**config.mk**
```make
export PLATFORM = sky130hd
export DESIGN_NAME = light_referee
export DESIGN_NICKNAME = d
export VERILOG_FILES = /design/src/rtl/light_game_pkg.sv /design/src/rtl/sec_countdown.sv /design/src/rtl/light_referee.sv
export SDC_FILE = /design/constraint.sdc
export NUM_CORES = 1
export LEC_CHECK = 0
export CAP_MARGIN = 20
export CORE_ASPECT_RATIO = 1.75
export CORE_UTILIZATION = 40
export CTS_CLUSTER_SIZE = 40
export DETAILED_ROUTE_END_ITERATION = 16
export SYNTH_ARGS = -nofsm -noshare
export SYNTH_HDL_FRONTEND = slang
export SYNTH_SLANG_ARGS = --single-unit
```
**constraint.sdc**
```tcl
create_clock -name clk -period 4.42 [get_ports clk]
set_input_delay 0.884 -clock clk [delete_from_list [all_inputs] [get_ports clk]]
set_output_delay 0.884 -clock clk [all_outputs]
set_load 0.01 [all_outputs]
```
**src/rtl/light_game_pkg.sv**
```systemverilog
// light_game_pkg: shared types and widths for the light game referee.
// Holds the referee state encoding and counter widths.
package light_game_pkg;

  typedef enum logic [1:0] {
    IDLE,
    PLAY,
    WIN,
    LOSE
  } ref_state_t;

  localparam logic [1:0] LIVES_INIT = 2'd3;
  localparam int STEP_W = 5;
  localparam int TIME_W = 6;

endpackage

```
**src/rtl/sec_countdown.sv**
```systemverilog
// sec_countdown: CLK_HZ divider producing a one-second tick,
// plus the seconds-remaining down-counter that saturates at zero.
module sec_countdown
  import light_game_pkg::*;
#(
  parameter int CLK_HZ      = 50_000_000,
  parameter int TIMEOUT_SEC = 60
) (
  input  logic              clk,
  input  logic              reset,
  input  logic              enable,
  input  logic              load,
  output logic              tick_out,
  output logic [TIME_W-1:0] time_left,
  output logic              zero_next
);

  localparam int CW = (CLK_HZ > 1) ? $clog2(CLK_HZ) : 1;
  localparam logic [CW-1:0] LAST = CW'(CLK_HZ - 1);
  localparam logic [TIME_W-1:0] T_INIT = TIME_W'(TIMEOUT_SEC);

  logic [CW-1:0] cnt;

  assign tick_out  = enable & (cnt == LAST);
  assign zero_next = tick_out & (time_left == TIME_W'(1));

  always_ff @(posedge clk or negedge reset) begin
    if (!reset) begin
      cnt       <= '0;
      time_left <= T_INIT;
    end else if (load) begin
      cnt       <= '0;
      time_left <= T_INIT;
    end else if (enable) begin
      cnt <= tick_out ? '0 : cnt + 1'b1;
      if (tick_out && time_left != '0)
        time_left <= time_left - 1'b1;
    end
  end

endmodule

```
**src/rtl/light_referee.sv**
```systemverilog
// light_referee: red-light/green-light referee (goal, grace, timeout).
// Define LIGHT_REFEREE_LIVES_EN for three lives instead of sudden death.
module light_referee
  import light_game_pkg::*;
#(
  parameter int CLK_HZ       = 50_000_000,
  parameter int GRACE_CYCLES = 12_500_000,
  parameter int GOAL_STEPS   = 15,
  parameter int TIMEOUT_SEC  = 60
) (
  input  logic              clk,
  input  logic              reset,
  input  logic              start,
  input  logic              red,
  input  logic              green,
  input  logic              step,
  output logic              game_active,
  output logic [STEP_W-1:0] steps,
  output logic [TIME_W-1:0] time_left,
  output logic [1:0]        lives,
  output logic              win,
  output logic              lose
);

  localparam logic [STEP_W-1:0] GOAL = STEP_W'(GOAL_STEPS);
  localparam logic [STEP_W-1:0] GOAL_M1 = STEP_W'(GOAL_STEPS - 1);
  localparam int GW = (GRACE_CYCLES > 1) ? $clog2(GRACE_CYCLES) : 1;
  localparam logic [GW-1:0] GRACE_LD = GW'(GRACE_CYCLES - 1);

  ref_state_t        state, state_d;
  logic [STEP_W-1:0] steps_d;
  logic [GW-1:0]     grace, grace_d;
  logic              red_q, red_d;
  logic              light_green, onset;
  logic              load, viol, locked;
  logic              sec_tick, sec_zero, time_up;

  assign light_green = green & ~red;
  assign onset       = ~light_green & ~red_q;
  assign time_up     = sec_tick & sec_zero;

  sec_countdown #(
    .CLK_HZ      (CLK_HZ),
    .TIMEOUT_SEC (TIMEOUT_SEC)
  ) u_sec (
    .clk       (clk),
    .reset     (reset),
    .enable    (state == PLAY),
    .load      (load),
    .tick_out  (sec_tick),
    .time_left (time_left),
    .zero_next (sec_zero)
  );

`ifdef LIGHT_REFEREE_LIVES_EN
  logic [1:0] lives_q, lives_d;
  logic       lock, lock_d;
  assign locked = lock;
  assign lives  = lives_q;
`else
  assign locked = 1'b0;
  assign lives  = 2'd1;
`endif

  always_comb begin
    state_d = state;
    steps_d = steps;
    grace_d = grace;
    red_d   = ~light_green;
    load    = 1'b0;
    viol    = 1'b0;
    unique case (state)
      PLAY: begin
        if (step && light_green && steps == GOAL_M1) begin
          steps_d = GOAL;
          state_d = WIN;
        end else if (time_up) begin
          state_d = LOSE;
        end else if (step && light_green) begin
          steps_d = steps + 1'b1;
        end else if (onset) begin
          grace_d = GRACE_LD;
        end else if (grace != '0) begin
          grace_d = grace - 1'b1;
        end else if (step && !locked) begin
          viol = 1'b1;
        end
      end
      default: begin
        if (start) begin
          state_d = PLAY;
          steps_d = '0;
          grace_d = '0;
          red_d   = 1'b1;
          load    = 1'b1;
        end
      end
    endcase
`ifdef LIGHT_REFEREE_LIVES_EN
    lives_d = lives_q;
    lock_d  = lock & ~light_green;
    if (load) begin
      lives_d = LIVES_INIT;
      lock_d  = 1'b0;
    end
    // a non-fatal violation also mutes red steps until green returns
    if (viol) begin
      steps_d = '0;
      lives_d = lives_q - 1'b1;
      if (lives_q == 2'd1)
        state_d = LOSE;
      else
        lock_d = 1'b1;
    end
`else
    if (viol)
      state_d = LOSE;
`endif
  end

  always_ff @(posedge clk or negedge reset) begin
    if (!reset) begin
      state       <= IDLE;
      steps       <= '0;
      grace       <= '0;
      red_q       <= 1'b1;
      game_active <= 1'b0;
      win         <= 1'b0;
      lose        <= 1'b0;
    end else begin
      state       <= state_d;
      steps       <= steps_d;
      grace       <= grace_d;
      red_q       <= red_d;
      game_active <= (state_d == PLAY);
      win         <= (state_d == WIN);
      lose        <= (state_d == LOSE);
    end
  end

`ifdef LIGHT_REFEREE_LIVES_EN
  always_ff @(posedge clk or negedge reset) begin
    if (!reset) begin
      lives_q <= LIVES_INIT;
      lock    <= 1'b0;
    end else begin
      lives_q <= lives_d;
      lock    <= lock_d;
    end
  end
`endif

endmodule

```
# Yosys cells after proc, flatten, opt, wreduce, memory -nomap -nowiden
# Index checks and enable logic that the tools add are counted.
# word_totals
ff_bits	67
output_inout_bits	16
elab_cells	79
# op_classes
add_sub_neg	4
n_reduce_logical	11
n_bitwise	8
mux	34
eq_ne	13
# ops
operator	n
24-bit 2-to-1 mux	7
26-bit 2-to-1 mux	3
26-bit by 1-bit adder with 26-bit output (second input constant)	1
26-bit equality test (second input constant)	1
5-bit 2-to-1 mux	5
24-bit nonzero test	1
24-bit by 1-bit subtractor with 24-bit output (second input constant)	1
6-bit 2-to-1 mux	3
1-bit 2-to-1 mux	11
2-bit 2-to-1 mux	5
3-bit inequality test (second input constant)	3
6-bit by 1-bit equality test with 1-bit output (second input constant)	1
2-bit inequality test (second input constant)	3
2-bit nonzero test	3
6-bit nonzero test	1
6-bit by 1-bit subtractor with 6-bit output (second input constant)	1
5-bit by 1-bit adder with 5-bit output (second input constant)	1
1-bit AND	5
5-bit by 4-bit equality test with 1-bit output (second input constant)	1
5-bit AND reduction	1
2-bit by 1-bit equality test with 1-bit output (second input constant)	2
2-bit equality test (second input constant)	2
1-bit logical AND	3
1-bit NOT	3
2 further kinds	2

# Longest topological paths before layout
# logic_depth
word_depth	11
mapped_depth	9
ltp_nobuf	7

# Hierarchy
# Synthesis repeated with hierarchy kept, for this count alone.
# unflattened
hier_cells	425
area_unflattened_um2	3897.5
# by_module_without_submodules
module	area_each_um2	n_inst	seq_area_each_um2	cells_each
light_referee	2099.5	1	877.1	229
sec_countdown	1798.0	1	805.8	196

# Worst setup path before layout
# OpenSTA, ideal clock, no wires.
# synth_path
kind	register -> register
start	register u_sec.cnt[11]
end	register grace[10]
setup_time_ps	126
path_stages_with_launch	8
setup_slack_ps	1823
required_ps	4294
arrival_ps	2471
cell_sequence	dfrtp_1 buf_6 or4b_1 or4_4 or4_1 buf_2 and2_4 a221o_1
# synth_between
elab_chain_len	6
# synth_rtl
item	line	text
from (decl)	sec_countdown.sv:22	logic [CW-1:0] cnt;
from (signal assigned)	sec_countdown.sv:35	cnt <= tick_out ? '0 : cnt + 1'b1;
26-bit equality test (*)	sec_countdown.sv:24	assign tick_out = enable & (cnt == LAST);
1-bit AND (*)	sec_countdown.sv:24	
1-bit AND	sec_countdown.sv:25	assign zero_next = tick_out & (time_left == TIME_W'(1));
1-bit AND (*)	light_referee.sv:40	assign time_up = sec_tick & sec_zero;
2-bit inequality test (no line) (*)	--	
5-bit AND reduction (no line) (*)	--	
to (signal assigned)	light_referee.sv:133	grace <= grace_d;
to (decl)	light_referee.sv:32	logic [GW-1:0] grace, grace_d;
# Every way passes the cells marked *; elsewhere a longest branch is shown, timed or not.
# A chain may end at the register's enable or synchronous reset.

# Worst setup path in the final report
# layout_path
start	register u_sec.cnt[0]
end	register grace[10]
# The elaborated chain is that of the path after synthesis.

==> reports/results.ini <==
[grt]
wire_length_of_the_first_global_routing_pass_um=18240
number_of_global_route_vias_before_repair=3702
grt_remaining_overflow=0
grt_antenna_before_repair=0
gr-usage-all-layers_pct=22.18
largest_net_degree_at_the_start_of_global_routing=37

[sta]
tightestPinTransition_ns=1.101
timing_hold_violations_final=0
timing.max_slew.rel_slack_pct=26.26
clock.fmax_ghz=0.3169
timing.setup.tns_ns=0
timing_max_transition_violations_final=0
timing.final.setup_violations=0
finClkSkew_ns=0.007180
layout_worst_path_cycle_share_pct=71.38
min_period_ns=3.155
setup_repair_after_global_routing_missed_its_margin=no
worst_slack_ns=1.265

[drt]
drt-vias-per-instance=6.208
drt-pass1-iter-count=5
post_drt_wl_per_cell_um=18.20
drtAntennaViolNets=0
drcViolationCount=0
vias=3756
postRouteWirelength_um=11010
detail_route.iter0.violations=177

[placed_design]
port_buffers=19
post_dp_cell_area_mm2=0.004389
detailedPlace.worstSlack_ns=1.299
dp_hpwl_um=7919
finalWeightedCongestion=0.8575

[worst_hold_path]
min-delay-path-class=input port to async pin

[setup_path]
critical_path_class=flop to flop
critical-path-max-stage-delay_ns=0.98
critical_path.most_common_cell=sky130_fd_sc_hd__or4_1
critical_path.max_fanout=26
startpoint_type=flop
worst_path_max_delay_cell=sky130_fd_sc_hd__or4_1
critical_path.endpoint_type=flop
arrival_ns=3.37
cp.required_ns=4.64
critical_path_depth=6
critical-path-top-delay-family=simple AND/OR/NAND/NOR gates
reg2reg_depth=6
cp.buffers_inverters=0
crit_chain=ha_1, nand3_1, or4_1, or4_1, and2_4, a221o_1

[power_and_ir_drop]
share_clk_of_total_power_pct=37.0
netSwitchingFraction_pct=30.89
power.sequential.fraction_pct=42.6
p_leak_nw=1.884
power.share.combinational_pct=20.4
max-vdd-ir-drop_mv=0.3339
p_int_mw=1.464
p_per_area_mw_per_mm2=447.5
power.switching_mw=0.6540

[die]
row_count=48
die_height_um=136.0
design.die.area_mm2=0.01069
core_mm2=0.009910
die_width_um=78.57
floorplan.initialDensity_pct=41.41
boundaryPins=22

[layout]
layout_common_cells=sky130_fd_sc_hd__dfrtp_1, sky130_fd_sc_hd__nand3_1, sky130_fd_sc_hd__inv_1
layout.filler_cells=966
antenna_cells=0
finalInstanceArea_mm2=0.004732
final_layout_size_suffix_gt1_share_pct=10.42
fin_nets=489
final_common_cell=sky130_fd_sc_hd__dfrtp_1
syn2layout_area_growth_pct=15.30

[clocking]
ctsHoldBuffers=0
post_cts_resized=0
post_cts_buffers=0
cts.reportedPaths.clkPinSlew_ns=0.06
max-clock-path-buffers=2
cts-buffers-inserted=9
cts_sink_cnt=67
clockRootBuffer=sky130_fd_sc_hd__clkbuf_16
level_count_of_the_clock_h_tree=3
worst_skew_late_latency_ns=0.33
cts_tree=built

[synth]
ys_seq_elements=67
synthArstFlopShare_pct=100.0
synthesis.area_mm2=0.004104
synthesis.instances=463
yosys.cell_types.count=64
yosysWarnings=0
post_syn_nets=477
avg_inst_size_synth_um2=8.864
count_of_flip_flops_with_a_built_in_enable_after_synthesis=0
synthFlopType=sky130_fd_sc_hd__dfrtp_1
yosysSeqAreaShare_pct=41.01

[run_status]
run_status=completed

[flow_run]
maxCapViolCount=0

==> registers in the layout, summed over array words and instances, names as in the netlist <==
signal and flops:
u_sec.cnt 26, grace 24, u_sec.time_left 6, steps 5
state 2, game_active 1, lose 1, red_q 1
win 1
==> power by group through the flow <==
stage,combinational [mW],clock [mW],sequential (mW)
final,0.432,0.783,0.902
after CTS,0.433,0.802,0.897
after global placement,0.420,0,0.906
after global routing,0.484,0.825,0.922
after detailed placement,0.430,0,0.907
after floorplan,0.298,0,0.868
==> per-layer routing <==
| metal | up-vias | global-route usage (%) | wire length (um) | share of wire, % |
|---|---|---|---|---|
| met4 | 0 | 12.86 | 376 | 3.4 |
| met3 | 27 | 4.497 | 399 | 3.6 |
| met1 | 1850 | 24.20 | 4372 | 40 |
| met2 | 98 | 39.13 | 5864 | 53 |
| met5 | - | 0 | 0 | 0 |
| li1 | 1781 | - | - | - |
==> worst paths after layout <==
| check | startpoint | to | slack [ns] |
|---|---|---|---|
| min in group clk | u_sec.cnt[18] | u_sec.cnt[18] | 0.53 |
| hold reg to reg | u_sec.cnt[18] | u_sec.cnt[18] | 0.53 |
| setup reg to reg | u_sec.cnt[0] | grace[10] | 1.26 |
| max in group asynchronous | reset | u_sec.cnt[0] | 3.40 |
| setup / recovery | u_sec.cnt[0] | grace[10] | 1.26 |
| hold / removal | reset | grace[17] | 0.43 |
==> synth_stat cells, drive strengths merged (3+ instances only) <==
library cell,instances,area [um2]
or3,6,37.54
nand2,28,105.1
nor2,18,67.56
and4,4,35.03
nor3b,4,30.03
o31ai,9,67.56
a31oi,14,87.58
o21a,3,30.02
clkbuf,17,65.06
o21ai,30,150.1
o211ai,8,60.06
and2,7,46.30
a21oi,27,135.1
and3,9,56.30
o221ai,8,76.32
buf,10,63.80
nor4,13,87.58
nor2b,4,25.02
or2,8,50.05
ha,8,100.1
inv,29,108.9
a31o,4,35.03
o41ai,5,43.79
mux2i,10,100.1
or4,10,78.82
dfstp,5,131.4
nand4,12,81.33
nand3,35,175.2
a21o,4,30.03
nor3,11,60.06
dfrtp,62,1551
nand2b,6,37.54
a22o,6,52.55
==> area by class of cell <==
| class | instances | area [um2] | share of cell area, % |
|---|---|---|---|
| timing repair buffer | 28 | 272.8 | 5.764 |
| clock buffer | 11 | 252.7 | 5.341 |
| sequential | 67 | 1683 | 35.56 |
| clock inverter | 5 | 75.07 | 1.586 |
| tap | 125 | 156.4 | 3.305 |
| multi-input combinational | 340 | 2183 | 46.14 |
| inverter | 29 | 108.9 | 2.300 |
==> logic make-up (layout without fill, tap and decap cells) <==
| group | after synthesis | count (layout) | share of synthesized area, % |
|---|---|---|---|
| adders and majority gates | 8 | 8 | 2.439 |
| other | 2 | 2 | 0.1830 |
| xor gates and xnor gates | 2 | 2 | 0.4269 |
| muxes | 10 | 10 | 2.439 |
| buffers and inverters | 56 | 73 | 5.792 |
| DFF | 67 | 67 | 41.01 |
| and+or+nand+nor | 181 | 181 | 25.12 |
| AOI/OAI and AO/OA | 137 | 137 | 22.59 |
==> stage by stage <==
step / util, % / hold slack, ns / std cells / power [mW]
after global placement: 44.09 / 0.5095 / 587 / 1.326
after CTS: 47.60 / 0.4276 / 604 / 2.132
after detailed placement: 44.29 / 0.5210 / 588 / 1.336
after global routing: 47.75 / 0.4393 / 605 / 2.230
after floorplan: - / 0.4641 / 463 / 1.166
final: 47.75 / 0.4300 / 605 / 2.118
Power figures use the tool's default switching activity.
